File: src/rtl/span_raster_if.sv
`default_nettype none
// ============================================================================
// Module   : span_raster_if
// Brief    : Span command handshake plus rasterizer-to-writer FIFO write port.
// Revision : 1.0
// ============================================================================
interface span_raster_if #(
  parameter int RAST_FBW_FIFO_LEN = 96,
  parameter int LINE_LEN          = 9,
  parameter int COL_LEN           = 10
);
  logic                         cmd_valid;
  logic                         cmd_ready;
  logic [0:LINE_LEN-1]          cmd_line;
  logic [0:COL_LEN-1]           cmd_x0;
  logic [0:COL_LEN-1]           cmd_x1;
  logic [0:31]                  cmd_color;
  logic                         fifo_full;
  logic                         fifo_wr_en;
  logic [0:RAST_FBW_FIFO_LEN-1] fifo_din;

  // master: command source and FIFO side; slave: the rasterizer
  modport master (
    output cmd_valid, cmd_line, cmd_x0, cmd_x1, cmd_color, fifo_full,
    input  cmd_ready, fifo_wr_en, fifo_din
  );

  modport slave (
    input  cmd_valid, cmd_line, cmd_x0, cmd_x1, cmd_color, fifo_full,
    output cmd_ready, fifo_wr_en, fifo_din
  );
endinterface
`default_nettype wire

File: src/rtl/span_raster.sv
`default_nettype none
// ============================================================================
// Module   : span_raster
// Brief    : Clips horizontal span commands and expands them into per-pixel FIFO words.
// Revision : 1.0
// ============================================================================
module span_raster #(
  parameter int RAST_FBW_FIFO_LEN = 96,
  parameter int LINE_LEN          = 9,
  parameter int COL_LEN           = 10,
  parameter int SCREEN_W          = 640,
  parameter int SCREEN_H          = 480
) (
  input  wire logic    PLB_clk,
  input  wire logic    reset_n,
  span_raster_if.slave bus,
  output logic         busy,
  output logic [0:31]  pix_count,
  output logic [0:15]  drop_count
);

  localparam logic [COL_LEN-1:0] c_x_max    = COL_LEN'(SCREEN_W - 1);
  localparam logic [LINE_LEN:0]  c_line_lim = (LINE_LEN + 1)'(SCREEN_H);

  typedef enum logic [1:0] {
    S_IDLE = 2'd0,
    S_CLIP = 2'd1,
    S_EMIT = 2'd2
  } state_t;

  state_t              r_state;
  logic [LINE_LEN-1:0] r_line;
  logic [COL_LEN-1:0]  r_x0;
  logic [COL_LEN-1:0]  r_x1;
  logic [COL_LEN-1:0]  r_col;
  logic [31:0]         r_color;
  logic [31:0]         r_pix_count;
  logic [15:0]         r_drop_count;

  logic [COL_LEN-1:0]  w_x_end;
  logic                w_drop;
  logic                w_write;

  assign w_x_end = (r_x1 > c_x_max) ? c_x_max : r_x1;
  // Reversed spans fall out naturally here: x0 > x1 implies x0 > x_end.
  assign w_drop  = ({1'b0, r_line} >= c_line_lim) || (r_x0 > w_x_end);
  assign w_write = (r_state == S_EMIT) && !bus.fifo_full;

  always_ff @(posedge PLB_clk or negedge reset_n) begin
    if (!reset_n) begin
      r_state      <= S_IDLE;
      r_line       <= '0;
      r_x0         <= '0;
      r_x1         <= '0;
      r_col        <= '0;
      r_color      <= '0;
      r_pix_count  <= '0;
      r_drop_count <= '0;
    end else begin
      case (r_state)
        S_IDLE: begin
          if (bus.cmd_valid) begin
            r_line  <= bus.cmd_line;
            r_x0    <= bus.cmd_x0;
            r_x1    <= bus.cmd_x1;
            r_color <= bus.cmd_color;
            r_state <= S_CLIP;
          end
        end
        S_CLIP: begin
          if (w_drop) begin
            if (r_drop_count != 16'hFFFF) begin
              r_drop_count <= r_drop_count + 16'd1;
            end
            r_state <= S_IDLE;
          end else begin
            r_col   <= r_x0;
            r_state <= S_EMIT;
          end
        end
        S_EMIT: begin
          // A stalled cycle holds col so the same pixel is offered again.
          if (w_write) begin
            r_pix_count <= r_pix_count + 32'd1;
            if (r_col == w_x_end) begin
              r_state <= S_IDLE;
            end else begin
              r_col <= r_col + COL_LEN'(1);
            end
          end
        end
        default: r_state <= S_IDLE;
      endcase
    end
  end

  assign bus.cmd_ready  = reset_n && (r_state == S_IDLE);
  assign bus.fifo_wr_en = w_write;
  assign bus.fifo_din   = RAST_FBW_FIFO_LEN'({16'(r_line), 16'(r_col), r_color, 32'h0});
  assign busy           = (r_state != S_IDLE);
  assign pix_count      = r_pix_count;
  assign drop_count     = r_drop_count;

endmodule
`default_nettype wire

File: src/flat_wrapper.sv
// flat-port wrapper written by rule: the top's interface ports become plain ports
module span_raster_flat 
#(
  parameter int RAST_FBW_FIFO_LEN = 96,
  parameter int LINE_LEN          = 9,
  parameter int COL_LEN           = 10,
  parameter int SCREEN_W          = 640,
  parameter int SCREEN_H          = 480
)
  (PLB_clk, reset_n, busy, pix_count, drop_count, bus_cmd_valid, bus_cmd_line, bus_cmd_x0, bus_cmd_x1, bus_cmd_color, bus_fifo_full, bus_cmd_ready, bus_fifo_wr_en, bus_fifo_din);
  span_raster_if #(.RAST_FBW_FIFO_LEN(RAST_FBW_FIFO_LEN), .LINE_LEN(LINE_LEN), .COL_LEN(COL_LEN)) bus_i ();
  input  wire logic PLB_clk;
  input  wire logic reset_n;
  output logic busy;
  output logic [0:31] pix_count;
  output logic [0:15] drop_count;
  input wire logic [$bits(bus_i.cmd_valid)-1:0] bus_cmd_valid;
  input wire logic [$bits(bus_i.cmd_line)-1:0] bus_cmd_line;
  input wire logic [$bits(bus_i.cmd_x0)-1:0] bus_cmd_x0;
  input wire logic [$bits(bus_i.cmd_x1)-1:0] bus_cmd_x1;
  input wire logic [$bits(bus_i.cmd_color)-1:0] bus_cmd_color;
  input wire logic [$bits(bus_i.fifo_full)-1:0] bus_fifo_full;
  output wire logic [$bits(bus_i.cmd_ready)-1:0] bus_cmd_ready;
  output wire logic [$bits(bus_i.fifo_wr_en)-1:0] bus_fifo_wr_en;
  output wire logic [$bits(bus_i.fifo_din)-1:0] bus_fifo_din;
  assign bus_i.cmd_valid = bus_cmd_valid;
  assign bus_i.cmd_line = bus_cmd_line;
  assign bus_i.cmd_x0 = bus_cmd_x0;
  assign bus_i.cmd_x1 = bus_cmd_x1;
  assign bus_i.cmd_color = bus_cmd_color;
  assign bus_i.fifo_full = bus_fifo_full;
  assign bus_cmd_ready = bus_i.cmd_ready;
  assign bus_fifo_wr_en = bus_i.fifo_wr_en;
  assign bus_fifo_din = bus_i.fifo_din;
  span_raster #(.RAST_FBW_FIFO_LEN(RAST_FBW_FIFO_LEN), .LINE_LEN(LINE_LEN), .COL_LEN(COL_LEN), .SCREEN_W(SCREEN_W), .SCREEN_H(SCREEN_H)) u_core (.PLB_clk(PLB_clk), .reset_n(reset_n), .bus(bus_i), .busy(busy), .pix_count(pix_count), .drop_count(drop_count));
endmodule
File: config.mk
export PLATFORM = sky130hd
export DESIGN_NAME = span_raster_flat
export DESIGN_NICKNAME = d
export VERILOG_FILES = /design/src/rtl/span_raster_if.sv /design/src/rtl/span_raster.sv /design/src/flat_wrapper.sv
export SDC_FILE = /design/constraint.sdc
export NUM_CORES = 1
export LEC_CHECK = 0
export CELL_PAD_IN_SITES_DETAIL_PLACEMENT = 1
export CELL_PAD_IN_SITES_GLOBAL_PLACEMENT = 1
export CORE_ASPECT_RATIO = 2
export CORE_MARGIN = 5
export CORE_UTILIZATION = 35
export DETAILED_ROUTE_END_ITERATION = 8
export PLACE_DENSITY = 0.85
export SYNTH_ARGS = -nofsm -noshare
export SYNTH_HDL_FRONTEND = slang
export SYNTH_SLANG_ARGS = --single-unit
File: constraint.sdc
create_clock -name PLB_clk -period 3.7 [get_ports PLB_clk]
set_input_delay 0.925 -clock PLB_clk [delete_from_list [all_inputs] [get_ports PLB_clk]]
set_output_delay 0.925 -clock PLB_clk [all_outputs]
set_load 0.01 [all_outputs]
---- Word-level counts from Yosys, hierarchy flattened ----
Index checks and enable logic that the tools add are counted.
storage, ports and cells
  output and inout bits ................... 147
  word-level logic and storage cells ...... 45
  bits of input ports ..................... 65
  register bits after elaboration ......... 121
cells by class
  reduce and logical (&&, ||, !) cells .... 12
  muxes and demuxes ....................... 10
  equality and inequality tests ........... 9
  magnitude comparators ................... 3
  add/sub/neg operators ................... 3
operator list
  kind                                                              count
  10-bit two-way mux                                                4
  32-bit by 1-bit adder with 32-bit output (second input constant)  1
  10-bit case mux with 2 select lines                               1
  16-bit by 1-bit adder with 16-bit output (second input constant)  1
  16-bit inequality test (second input constant)                    1
  10-bit by 1-bit adder with 10-bit output (second input constant)  1
  10-bit == test                                                    1
  10-bit > comparator                                               1
  10-bit > comparator (second input constant)                       1
  2-bit inequality test (second input constant)                     5
  9-bit greater-or-equal comparator (second input constant)         1
  2-bit two-way mux                                                 4
  2-bit case mux with 3 select lines                                1
  3-bit AND reduction                                               2
  2-bit AND reduction                                               2
  4-bit AND reduction                                               1
  2-bit nonzero test                                                2
  2-bit by 1-bit == test with 1-bit output (second input constant)  1
  2-bit == test (second input constant)                             1
  1-bit logical AND                                                 2
  2-bit logical NOT                                                 1
  1-bit logical NOT                                                 1
  1-bit logical OR                                                  1

---- Longest topological paths before layout ----
Gate-level depths: netlist of the first run.
  depth after elaboration ................. 6
  depth in mapped cells ................... 12
  mapped depth without buffers ............ 9

---- Least setup slack after synthesis of the first run ----
Ideal clock, no wire load.
  path kind ............................... register -> register
  start ................................... reg u_core.r_x1[8]
  end ..................................... reg u_core.r_col[1]
  setup time .............................. 0.125 ns
  cell stages (with the launch flop) ...... 13
  slack ................................... 0.765 ns
  period minus slack after synthesis ...... 2.935 ns
  required time ........................... 3.575 ns
  data arrival time ....................... 2.810 ns
  cell sequence ........................... dfrtp_1 o21a_4 buf_6 or2_2 ha_1 nand2_1 or3_1 a21oi_1 and3b_1 clkbuf_1 a21o_1 buf_6 mux2_4
between the ends
  cells in the longest elaborated chain, start to end .. 6
  elaborated cells between the ends (all ways) .. 8
ends and longest elaborated chain
  what                               line               text
  start, declared                    span_raster.sv:34  logic [COL_LEN-1:0] r_x1;
  start signal, assigned             span_raster.sv:65  r_x1 <= bus.cmd_x1;
  10-bit > comparator                span_raster.sv:44  assign w_x_end = (r_x1 > c_x_max) ? c_x_max : r_x1;
  10-bit two-way mux (*)             span_raster.sv:44
  10-bit > comparator                span_raster.sv:46  assign w_drop = ({1'b0, r_line} >= c_line_lim) || (r_x0 > w_x_end);
  1-bit logical OR                   span_raster.sv:46
  2-bit inequality test (no line)    --
  4-bit AND reduction (no line) (*)  --
  end signal, assigned               span_raster.sv:77  r_col <= r_x0;
  end signal, assigned               span_raster.sv:88  r_col <= r_col + COL_LEN'(1);
  end, declared                      span_raster.sv:35  logic [COL_LEN-1:0] r_col;
Mark *: on every way between the ends. The rest lies on a longest branch, timed or not.
A chain may end at the register's enable or synchronous reset.

---- Final worst setup path of the first run ----
  start ................................... reg u_core.r_x1[8]
  end ..................................... reg u_core.r_col[7]
Same word-level chain as after synthesis.

==> results of run 1 <==
## cells by family after synthesis
group           after synthesis  share of synthesized area
other cells                   1                   0.000627
buf+inv                      75                     0.0783
flops                       121                      0.506
mux                          64                      0.122
fa+ha+maj                    13                     0.0272
xor+xnor                     53                     0.0776
simple gates                142                      0.123
compound gates               55                     0.0645
## power breakdown
group          switching [mW]  leakage [nW]  internal (mW)
Combinational            1.11          1.81           1.40
Sequential              0.543          1.52           1.78
Clock                   0.633         0.290           1.03
## state kept, by name, summed over array words and instances, names as in the netlist
signal,cells
u_core.drop_count,16
u_core.pix_count,32
u_core.r_col,10
u_core.r_color,32
u_core.r_line,9
u_core.r_state,2
u_core.r_x0,10
u_core.r_x1,10
## final timing paths
path / to / slack (ns) / cells after the start
max: u_core.r_col[7] / 0.44 / 9
min: u_core.pix_count[0] / 0.49 / 1
max reg2reg: u_core.r_col[7] / 0.44 / 9
min reg2reg: u_core.pix_count[0] / 0.49 / 1
max in group asynchronous: u_core.r_x0[1] / 2.53 / 2
min in group asynchronous: u_core.drop_count[5] / 0.64 / 2
## worst max-delay path, delay by kind of cell (launching register included)
| kind | cells | cell delay [ns] |
|---|---|---|
| AO/OA/AOI/OAI | 3 | 0.91 |
| AND/OR/NAND/NOR | 4 | 1.10 |
| multiplexers | 1 | 0.34 |
| adder cells (fa/ha/maj) | 1 | 0.28 |
| flip-flops | 1 | 0.48 |
## routing by layer
metal	wire length, um	vias to the layer above	share of wire	track usage
met2	10400	204	0.57	0.343
met1	5840	2301	0.32	0.181
li1	-	2084	-	-
met4	587	0	0.032	0.0871
met3	1310	35	0.072	0.0574
met5	0	-	0	0
## stage by stage
stage,setup slack (ns),instances,hold WS [ns],util,instance area [um^2]
finish,0.441,913,0.486,0.495,8300
global route,0.287,913,0.491,0.495,8300
CTS,0.463,913,0.486,0.495,8300
detailed placement,0.447,881,0.472,0.459,7700
global placement,0.553,881,0.471,0.459,7700
floorplan,0.765,568,0.504,-,6140
## cell type report
type                    count  area [um^2]
fillers                  1830         8470
flip-flops and latches    121         3030
multi-input cells         372         2660
repair buffers            171         1720
clock buffers              19          453
well taps                 207          259
clock inverters            13          143
inverters                  10         37.5
## cell usage in the layout (no fill, tap or decap), drive strengths merged, types with 14 or more instances in the layout
master           n
xor2            20
mux2            64
nand2           32
and3            15
nor2            25
conb            45
xnor2           33
nand3           25
clkbuf          19
nand4           14
clkdlybuf4s50  165
dfrtp          121
==> impl_metrics.yaml, run 1 <==
grt:
  grt_usage: 0.186
  grt_pass1_wl_mm: 28.5
  grt_pass1_vias: 5226
  grt_max_degree: 122
  antenna_found_initial: 0
  overflow: 0
worst_hold_path:
  hold_class: "flop to flop"
  min-delay-start: "u_core.pix_count[0]"
sta:
  min_period_ns: 3.26
  worst_pin_slew_ns: 0.714
  slew_viol_final: 0
  fin_setup_tns_ns: 0
  slew-limit-headroom: 0.523
  grt_setup_unrepaired: "false"
  finClkSkew_ns: 0.00870
  max_freq_mhz: 307
  setup_viol: 0
  hold_viol_final: 0
  post-route-period-util: 0.881
worst_setup_path:
  path_cells: "o21a_4 -> or2_2 -> ha_1 -> nand2_1 -> or3_1 -> a21oi_1 -> and3b_1 -> a21o_1 -> mux2_4"
  crit_path_top_delay_cell: "dfrtp_1"
  critPathArrivalTime_ns: 3.55
  critPathKind: "flop to flop"
  crit_fanout: 15
  slowest_delay_ns: 0.48
  endpoint_kind: "flop"
  worstSetupStartpointType: "flop"
  cp.required_ns: 3.99
  startpoint: "u_core.r_x1[8]"
  timing.rr.start: "u_core.r_x1[8]"
clock_tree:
  ctsHoldBuffers: 0
  clk_pin_slew_ns: 0.06
  numCtsBuffers: 17
  postCtsSetupBuffers: 0
  tritoncts: "yes"
  cts_resized: 0
  clk_latency_ns: 0.41
  clock_sinks: 121
  htreeDepth: 4
  clock_path_buffers: 2
  ctsRootBufferMaster: "clkbuf_16"
floorplan:
  fp.dieH_um: 195
  die_x_um: 102
  dieArea_um2: 20000
  coreArea_um2: 16800
  rows: 67
  start_util: 0.357
  io_pins: 212
layout:
  diodes: 0
  final_nets: 771
  area_growth_pct: 38.8
  layout-drive-gt1-share: 0.157
detailed_routing:
  drt_iter0_markers: 130
  drt_wl_total_mm: 18.1
  drc_errors: 0
  wl_per_cell_um: 19.9
  via_per_inst: 5.06
  ant_nets: 0
  num_vias: 4624
  drt_first_pass_iters: 7
placement:
  place_congestion: 0.879
  hpwl_mm: 13.5
  io_buffers: 166
synthesis:
  synthCells: 524
  synth_commonest_cells: "dfrtp_1 (121), mux2_2 (61), buf_4 (45), xnor2_1 (33), nand2_1 (32)"
  ys_seq_area_frac: 0.506
  synth_area_leaders: "dfrtp_1 (51%), mux2_2 (11%), buf_4 (5.6%)"
  synthMostInstantiatedCell: "dfrtp_1"
  synth_area_leader_cell: "dfrtp_1"
  ys.flop_type: "dfrtp_1"
  syn_avg_cell_area_um2: 11.4
  async_flop_share: 1.00
  ys_warn_count: 0
  ys_ff_latch: 121
  synth_area_um2: 5980
  synth.top_cell.area_share: 0.506
  synth_edf_count: 0
  ys_types: 52
job:
  drv_cap: 0
pwr:
  finalPower_mw: 6.50
  ir_drop_uv: 435
  powerDensity_nw_per_um2: 783
  p_leak_nw: 3.62
run_status:
  status: "finished, final reports clean"
Power figures use the tool's default switching activity.
==> run 2, diff against run 1 <==
--- a/config.mk
+++ b/config.mk
@@ -11,6 +11,7 @@
 export CORE_MARGIN = 5
 export CORE_UTILIZATION = 35
 export DETAILED_ROUTE_END_ITERATION = 8
+export GPL_ROUTABILITY_DRIVEN = 0
 export PLACE_DENSITY = 0.85
 export SYNTH_ARGS = -nofsm -noshare
 export SYNTH_HDL_FRONTEND = slang
==> results of run 2 <==
The final DEF is identical to that of run 1; final timing and power are the same.
